### src/rtl/ac_tdm_interface.sv
// ac_tdm_interface -- audio serial master for I2S, left-justified and TDM
// (DSP short-sync) codecs. Generates MCLK/BCLK/frame sync, serialises CH_NUM
// DAC words and deserialises CH_NUM ADC words per frame.
//
// Ports:
//   clk         master clock, forwarded as audMclk
//   reset       asynchronous active-low reset
//   cmdModEn    module enable; low aborts the frame and clears everything
//   audMclk     clk gated by cmdModEn and reset
//   audBclk     bit clock, BCLK_DIVIDER clk periods
//   audFs       LRCK (I2S/LJ) or one-bit frame-sync pulse (TDM)
//   audAdcData  serial ADC data from the codec
//   audDacData  serial DAC data to the codec
//   tick        one-clk pulse at each frame start
//   adcData     CH_NUM packed signed samples, channel k at [k*DATA_WDT +: DATA_WDT]
//   genData     CH_NUM packed signed DAC samples, same packing
//   overrun     sticky: genData changed in the tick cycle (latch cycle)
//
// Build option: define AC_TDM_LOOPBACK_EN to feed the ADC deserialiser from
// the internal audDacData register instead of the audAdcData pin.
module ac_tdm_interface #(
   parameter string MODE         = "I2S",
   parameter int    CH_NUM       = 2,
   parameter int    DATA_WDT     = 24,
   parameter int    SLOT_WDT     = 32,
   parameter int    BCLK_DIVIDER = 4
) (
   input  logic                         clk,
   input  logic                         reset,
   input  logic                         cmdModEn,
   output logic                         audMclk,
   output logic                         audBclk,
   output logic                         audFs,
   input  logic                         audAdcData,
   output logic                         audDacData,
   output logic                         tick,
   output logic [CH_NUM*DATA_WDT-1:0]   adcData,
   input  logic [CH_NUM*DATA_WDT-1:0]   genData,
   output logic                         overrun
);
   localparam bit IS_I2S = (MODE == "I2S");
   localparam bit IS_LJ  = (MODE == "LEFT-JUSTIFIED");
   localparam bit IS_TDM = (MODE == "TDM");
   localparam int DLY    = IS_I2S ? 1 : 0;
   localparam int DIV_W  = $clog2(BCLK_DIVIDER);
   localparam int CH_W   = $clog2(CH_NUM);
   localparam int SLOT_W = $clog2(SLOT_WDT);
   localparam int BIT_W  = $clog2(DATA_WDT);

   if (!(IS_I2S || IS_LJ || IS_TDM)) begin : g_bad_mode
      $error("ac_tdm_interface: MODE must be I2S, LEFT-JUSTIFIED or TDM");
   end
   if (CH_NUM < 2 || CH_NUM > 8 || (!IS_TDM && (CH_NUM % 2) != 0)) begin : g_bad_ch
      $error("ac_tdm_interface: CH_NUM out of range or odd for I2S/LJ");
   end
   if (DATA_WDT < 16 || DATA_WDT > 32 || SLOT_WDT < DATA_WDT + DLY) begin : g_bad_wdt
      $error("ac_tdm_interface: DATA_WDT/SLOT_WDT combination invalid");
   end
   if (BCLK_DIVIDER < 2 || (BCLK_DIVIDER % 2) != 0) begin : g_bad_div
      $error("ac_tdm_interface: BCLK_DIVIDER must be even and >= 2");
   end

   typedef logic [CH_NUM-1:0][DATA_WDT-1:0] frame_t;

   logic [DIV_W-1:0]  cnt_bclk;
   logic [CH_W-1:0]   cnt_ch;     // channel slot of the bit launched on the next fall
   logic [SLOT_W-1:0] cnt_slot;   // bit within that slot
   frame_t            shadow, adc_shift, adc_q, adc_next, gen_f, dac_word;
   logic              launch_vld; // previous launched bit carried a data bit
   logic [CH_W-1:0]   launch_ch;
   logic [BIT_W-1:0]  launch_bit;

   logic fall, at_bit0, frame_start, cur_data, upper_half, fs_next, dac_bit, adc_in;
   logic [BIT_W-1:0] cur_bit;
   int               slot_pos;

   // Gated MCLK forward; purely combinational so it stops as soon as enable
   // or reset drops.
   assign audMclk = clk & cmdModEn & reset;

   assign gen_f       = genData;
   assign adcData     = adc_q;
   assign fall        = (cnt_bclk == DIV_W'(BCLK_DIVIDER / 2));
   assign at_bit0     = (cnt_ch == '0) && (cnt_slot == '0);
   assign frame_start = fall && at_bit0;

   // Position decode of the bit about to be launched.
   assign slot_pos   = int'(cnt_slot);
   assign cur_data   = (slot_pos >= DLY) && (slot_pos < DLY + DATA_WDT);
   assign cur_bit    = BIT_W'(DATA_WDT - 1 + DLY - slot_pos);
   assign upper_half = int'(cnt_ch) >= CH_NUM / 2;
   assign fs_next    = IS_TDM ? at_bit0 : (IS_I2S ? upper_half : !upper_half);

   // The shadow is loaded on the same strobe that launches bit 0, so bit 0
   // comes straight from genData.
   assign dac_word = at_bit0 ? gen_f : shadow;
   assign dac_bit  = cur_data ? dac_word[cnt_ch][cur_bit] : 1'b0;

`ifdef AC_TDM_LOOPBACK_EN
   logic unused_adc_pin;
   assign unused_adc_pin = audAdcData;
   assign adc_in         = audDacData;
`else
   assign adc_in = audAdcData;
`endif

   // Sample of the previously launched bit merged in; at frame start this
   // merged value goes to adcData so a bit landing on the wrap strobe is kept.
   always_comb begin
      adc_next = adc_shift;
      if (fall && launch_vld) adc_next[launch_ch][launch_bit] = adc_in;
   end

   always_ff @(posedge clk or negedge reset) begin
      if (!reset) begin
         cnt_bclk   <= '0;
         cnt_ch     <= '0;
         cnt_slot   <= '0;
         audBclk    <= 1'b0;
         audFs      <= 1'b0;
         audDacData <= 1'b0;
         tick       <= 1'b0;
         overrun    <= 1'b0;
         shadow     <= '0;
         adc_shift  <= '0;
         adc_q      <= '0;
         launch_vld <= 1'b0;
         launch_ch  <= '0;
         launch_bit <= '0;
      end else if (!cmdModEn) begin
         cnt_bclk   <= '0;
         cnt_ch     <= '0;
         cnt_slot   <= '0;
         audBclk    <= 1'b0;
         audFs      <= 1'b0;
         audDacData <= 1'b0;
         tick       <= 1'b0;
         overrun    <= 1'b0;
         shadow     <= '0;
         adc_shift  <= '0;
         adc_q      <= '0;
         launch_vld <= 1'b0;
         launch_ch  <= '0;
         launch_bit <= '0;
      end else begin
         cnt_bclk <= (cnt_bclk == DIV_W'(BCLK_DIVIDER - 1)) ? '0 : cnt_bclk + DIV_W'(1);
         if (cnt_bclk == '0) audBclk <= 1'b1;
         else if (fall)      audBclk <= 1'b0;
         tick <= frame_start;
         // tick high means the shadow was loaded on the previous edge; any
         // difference now is an update the DAC frame missed.
         if (tick && (gen_f != shadow)) overrun <= 1'b1;
         if (fall) begin
            if (cnt_slot == SLOT_W'(SLOT_WDT - 1)) begin
               cnt_slot <= '0;
               cnt_ch   <= (cnt_ch == CH_W'(CH_NUM - 1)) ? '0 : cnt_ch + CH_W'(1);
            end else begin
               cnt_slot <= cnt_slot + SLOT_W'(1);
            end
            audFs      <= fs_next;
            audDacData <= dac_bit;
            launch_vld <= cur_data;
            launch_ch  <= cnt_ch;
            launch_bit <= cur_bit;
            adc_shift  <= adc_next;
            if (at_bit0) begin
               shadow <= gen_f;
               adc_q  <= adc_next;
            end
         end
      end
   end
endmodule

### config.mk
export PLATFORM = sky130hd
export DESIGN_NAME = ac_tdm_interface
export DESIGN_NICKNAME = d
export VERILOG_FILES = /design/src/rtl/ac_tdm_interface.sv
export SDC_FILE = /design/constraint.sdc
export NUM_CORES = 1
export LEC_CHECK = 0
export ABC_AREA = 0
export CORE_MARGIN = 5
export CORE_UTILIZATION = 55
export CTS_CLUSTER_DIAMETER = 100
export DETAILED_ROUTE_END_ITERATION = 16
export PLACE_DENSITY = 0.75
export SLEW_MARGIN = 10
export SYNTH_ARGS = -nofsm -noshare
export SYNTH_HDL_FRONTEND = slang
export SYNTH_SLANG_ARGS = --single-unit
### constraint.sdc
create_clock -name clk -period 5.2 [get_ports clk]
set_input_delay 1.04 -clock clk [delete_from_list [all_inputs] [get_ports clk]]
set_output_delay 1.04 -clock clk [all_outputs]
set_load 0.005 [all_outputs]
==> flow_summary.yaml <==
floorplanning:
  rows: 45
  die_x_um: 133
  fp.dieH_um: 133
  initial_utilization: 0.554
  floorplan.die_area_um2: 17800
  pin_count: 106
  core_um2: 15100
route:
  firstDrtPassIters: 5
  dr_total_vias: 6988
  antenna_left: 0
  totalWireLength_um: 22400
  route.detailed.drc: 0
  avgRoutedWirePerCell_um: 19.7
  vias_per_cell: 6.15
  drt_iter0_drc: 670
logic_synthesis:
  synth_nets: 919
  yosys_warnings: 0
  syn-cell-area_um2: 8370
  netlist_instances: 861
  synth_edf_count: 0
  ys_seq_area_frac: 0.488
  synth.distinct_cells: 50
  ys_ff_latch: 163
  ys_dominant_reg_cell: "dfrtp_1"
  syn_area_per_cell_um2: 9.72
  async_reset_ff_frac: 1.00
final_layout:
  finalNonFillerCells: 1137
  area_growth_pct: 22.1
  final_layout_size_suffix_gt1_frac: 0.0759
  utilization: 0.677
  final_cell_area_um2: 10200
  antenna_cells: 0
  nets: 995
place:
  dpl_cell_area_um2: 9500
  gp_routability_congestion: 0.891
  hpwl_um: 14900
  dp_cells: 1103
  port_buffers: 105
setup_path:
  crit_required_ns: 4.16
  r2r_setup_slack_ns: 1.95
  startpoint: "clk"
  path_class: "clock port to output port"
  r2r_end: "audDacData"
  worstRegToRegCells: 9
  path_max_fanout: 2
  cp.arrival_ns: 3.52
  rr_startpoint: "cnt_slot[0]"
  start_kind: "clock port"
  endpoint_kind: "output port"
clock_tree:
  postCtsSetupBuffers: 0
  path_clk_slew_ns: 0.06
  hold_buffers: 0
  insertion_delay_ns: 0.54
  cts_tree: "yes"
  postCtsResizedCells: 0
job:
  maxCapViolations: 0
pwr:
  seqPwrFrac: 0.412
  p_switching_uw: 812
  p_leak_uw: 0.00437
  swShare: 0.252
  combPwrFrac: 0.123
  power_per_cell_area_nw_per_um2: 315
  p_int_uw: 2410
  p_clk_frac: 0.465
  irDropWorstVdd_uv: 258
sta:
  grt_setup_unrepaired: "false"
  fin_worst_skew_ns: 0.00725
  slew_headroom: 0.253
  fin_setup_tns_ns: 0
  hold_viol: 0
  setup_violations: 0
  worstMarginPinSlew_ns: 1.11
  slew_viol_final: 0
hold_path:
  hp-class: "input port to asynchronous set/reset pin"
status:
  status: "complete, no violations"
global_route:
  grt_pass1_wl_um: 37000
  grt_pass1_vias: 6946
  grt_overflow: 0
  antenna_found_initial: 0
  grt_start_max_net_pins: 95
  grt_usage: 0.258
-- cell type report --
class                           count  area [µm²]
Fill cell                        1167        4880
Sequential cell                   163        4080
Multi-Input combinational cell    625        4000
Timing Repair Buffer              119        1150
Clock buffer                       25         556
Tap cell                          188         235
Clock inverter                     10         171
Inverter                            7        26.3
-- cells by family (layout without fill, tap and decap cells) --
logic type | after synthesis | count (layout) | synth area share
simple gates | 271 | 271 | 0.150
compound gates | 264 | 264 | 0.217
flops | 163 | 163 | 0.488
buf+inv | 73 | 161 | 0.0363
xor+xnor | 54 | 54 | 0.0565
mux | 30 | 30 | 0.0434
fa+ha+maj | 6 | 6 | 0.00897
-- sequential cells by signal, summed over array words and instances (netlist names) --
| signal | count |
|---|---|
| audDacData | 1 |
| tick | 1 |
| audFs | 1 |
| audBclk | 1 |
| overrun | 1 |
| cnt_bclk | 2 |
| shadow | 48 |
| launch_bit | 5 |
| launch_vld | 1 |
| adc_shift | 48 |
| cnt_slot | 5 |
| adcData | 48 |
| cnt_ch | 1 |
-- cells in the final DEF (no fill, tap or decap), types with 6 or more instances in the layout --
master           Yosys  routed
nand4_1             12      12
a22o_1              25      25
nor2_1              58      58
o21ai_0             37      37
a21o_1              27      27
nor3_1              13      12
a21oi_1             51      51
inv_1                7       7
o21a_1               7       7
clkdlybuf4s50_1      0     103
o31ai_1             23      23
and2_1               8       8
mux2i_1             13      13
ha_1                 6       6
a21boi_0            47      47
dfrtp_1            163     163
xnor2_1             52      52
a211oi_1            25      25
nor2b_1             12      12
clkbuf_16            0      20
nand3_1             27      27
buf_4                3      15
nand2_1            111     110
mux2_2              12      12
-- per-layer routing --
metal | vias up | wire length [µm] | track usage
met5 | - | 0 | 0
met4 | 0 | 468 | 0.0777
met3 | 43 | 1360 | 0.0612
met2 | 267 | 10800 | 0.412
met1 | 3470 | 9770 | 0.354
li1 | 3208 | - | -
-- worst max-delay path, cell delays in order --
cell and delay [ns]:
clkbuf_16 0.12, clkbuf_16 0.13, and3_1 0.21, clkdlybuf4s50_1 0.47
-- power groups by stage --
stage                     clock network, µW  registers, µW  logic, µW
after floorplan                        2.02           1340        251
after global placement                 5.97           1350        383
after detailed placement               5.97           1350        392
after CTS                              1500           1320        395
after global routing                   1560           1330        433
final                                  1500           1320        397
-- how the worst max path moves through the flow --
stage | endpoint | slack (ns) | depth (start not counted)
detailed placement | audMclk | 1.0 | 2
CTS | audMclk | 0.61 | 4
global placement | audMclk | 1.0 | 2
floorplan | audMclk | 1.41 | 1
global route | audMclk | 0.59 | 4
finish | audMclk | 0.64 | 4
-- cell usage after synthesis, drive strengths merged (2+ instances only) --
master     n  area share
a22oi      2      0.0018
xor2       2      0.0021
nor3      13      0.0078
nor4       4      0.0030
inv        7      0.0031
mux2i     13       0.016
buf       19       0.012
o21a       7      0.0063
a41oi      2      0.0021
a21oi     51       0.031
a2bb2oi    4      0.0042
o211a      2      0.0024
o21ai     37       0.022
ha         6      0.0090
nor2      58       0.026
a21boi    49       0.044
mux2      14       0.020
nand2b     5      0.0037
a211oi    26       0.024
mux4       3      0.0081
a32oi      3      0.0031
dfrtp    163        0.49
nor3b      4      0.0036
nand2    111       0.050
a21o      27       0.024
nand3b     5      0.0045
nand4     12      0.0090
nor2b     12      0.0090
and2       8      0.0060
xnor2     52       0.054
o31ai     23       0.021
clkbuf    47       0.021
nand3     27       0.016
a22o      25       0.026
or3        5      0.0037
and3       5      0.0037
-- stage by stage --
stage               hold slack (ns)  worst slack (ns)  power [µW]
finish                        0.375             0.637        3220
floorplan                     0.446              1.41        1590
global route                  0.382             0.593        3330
CTS                           0.377             0.608        3220
global placement              0.459             0.997        1730
detailed placement            0.466             0.997        1740
(Power assumes the default switching activity.)
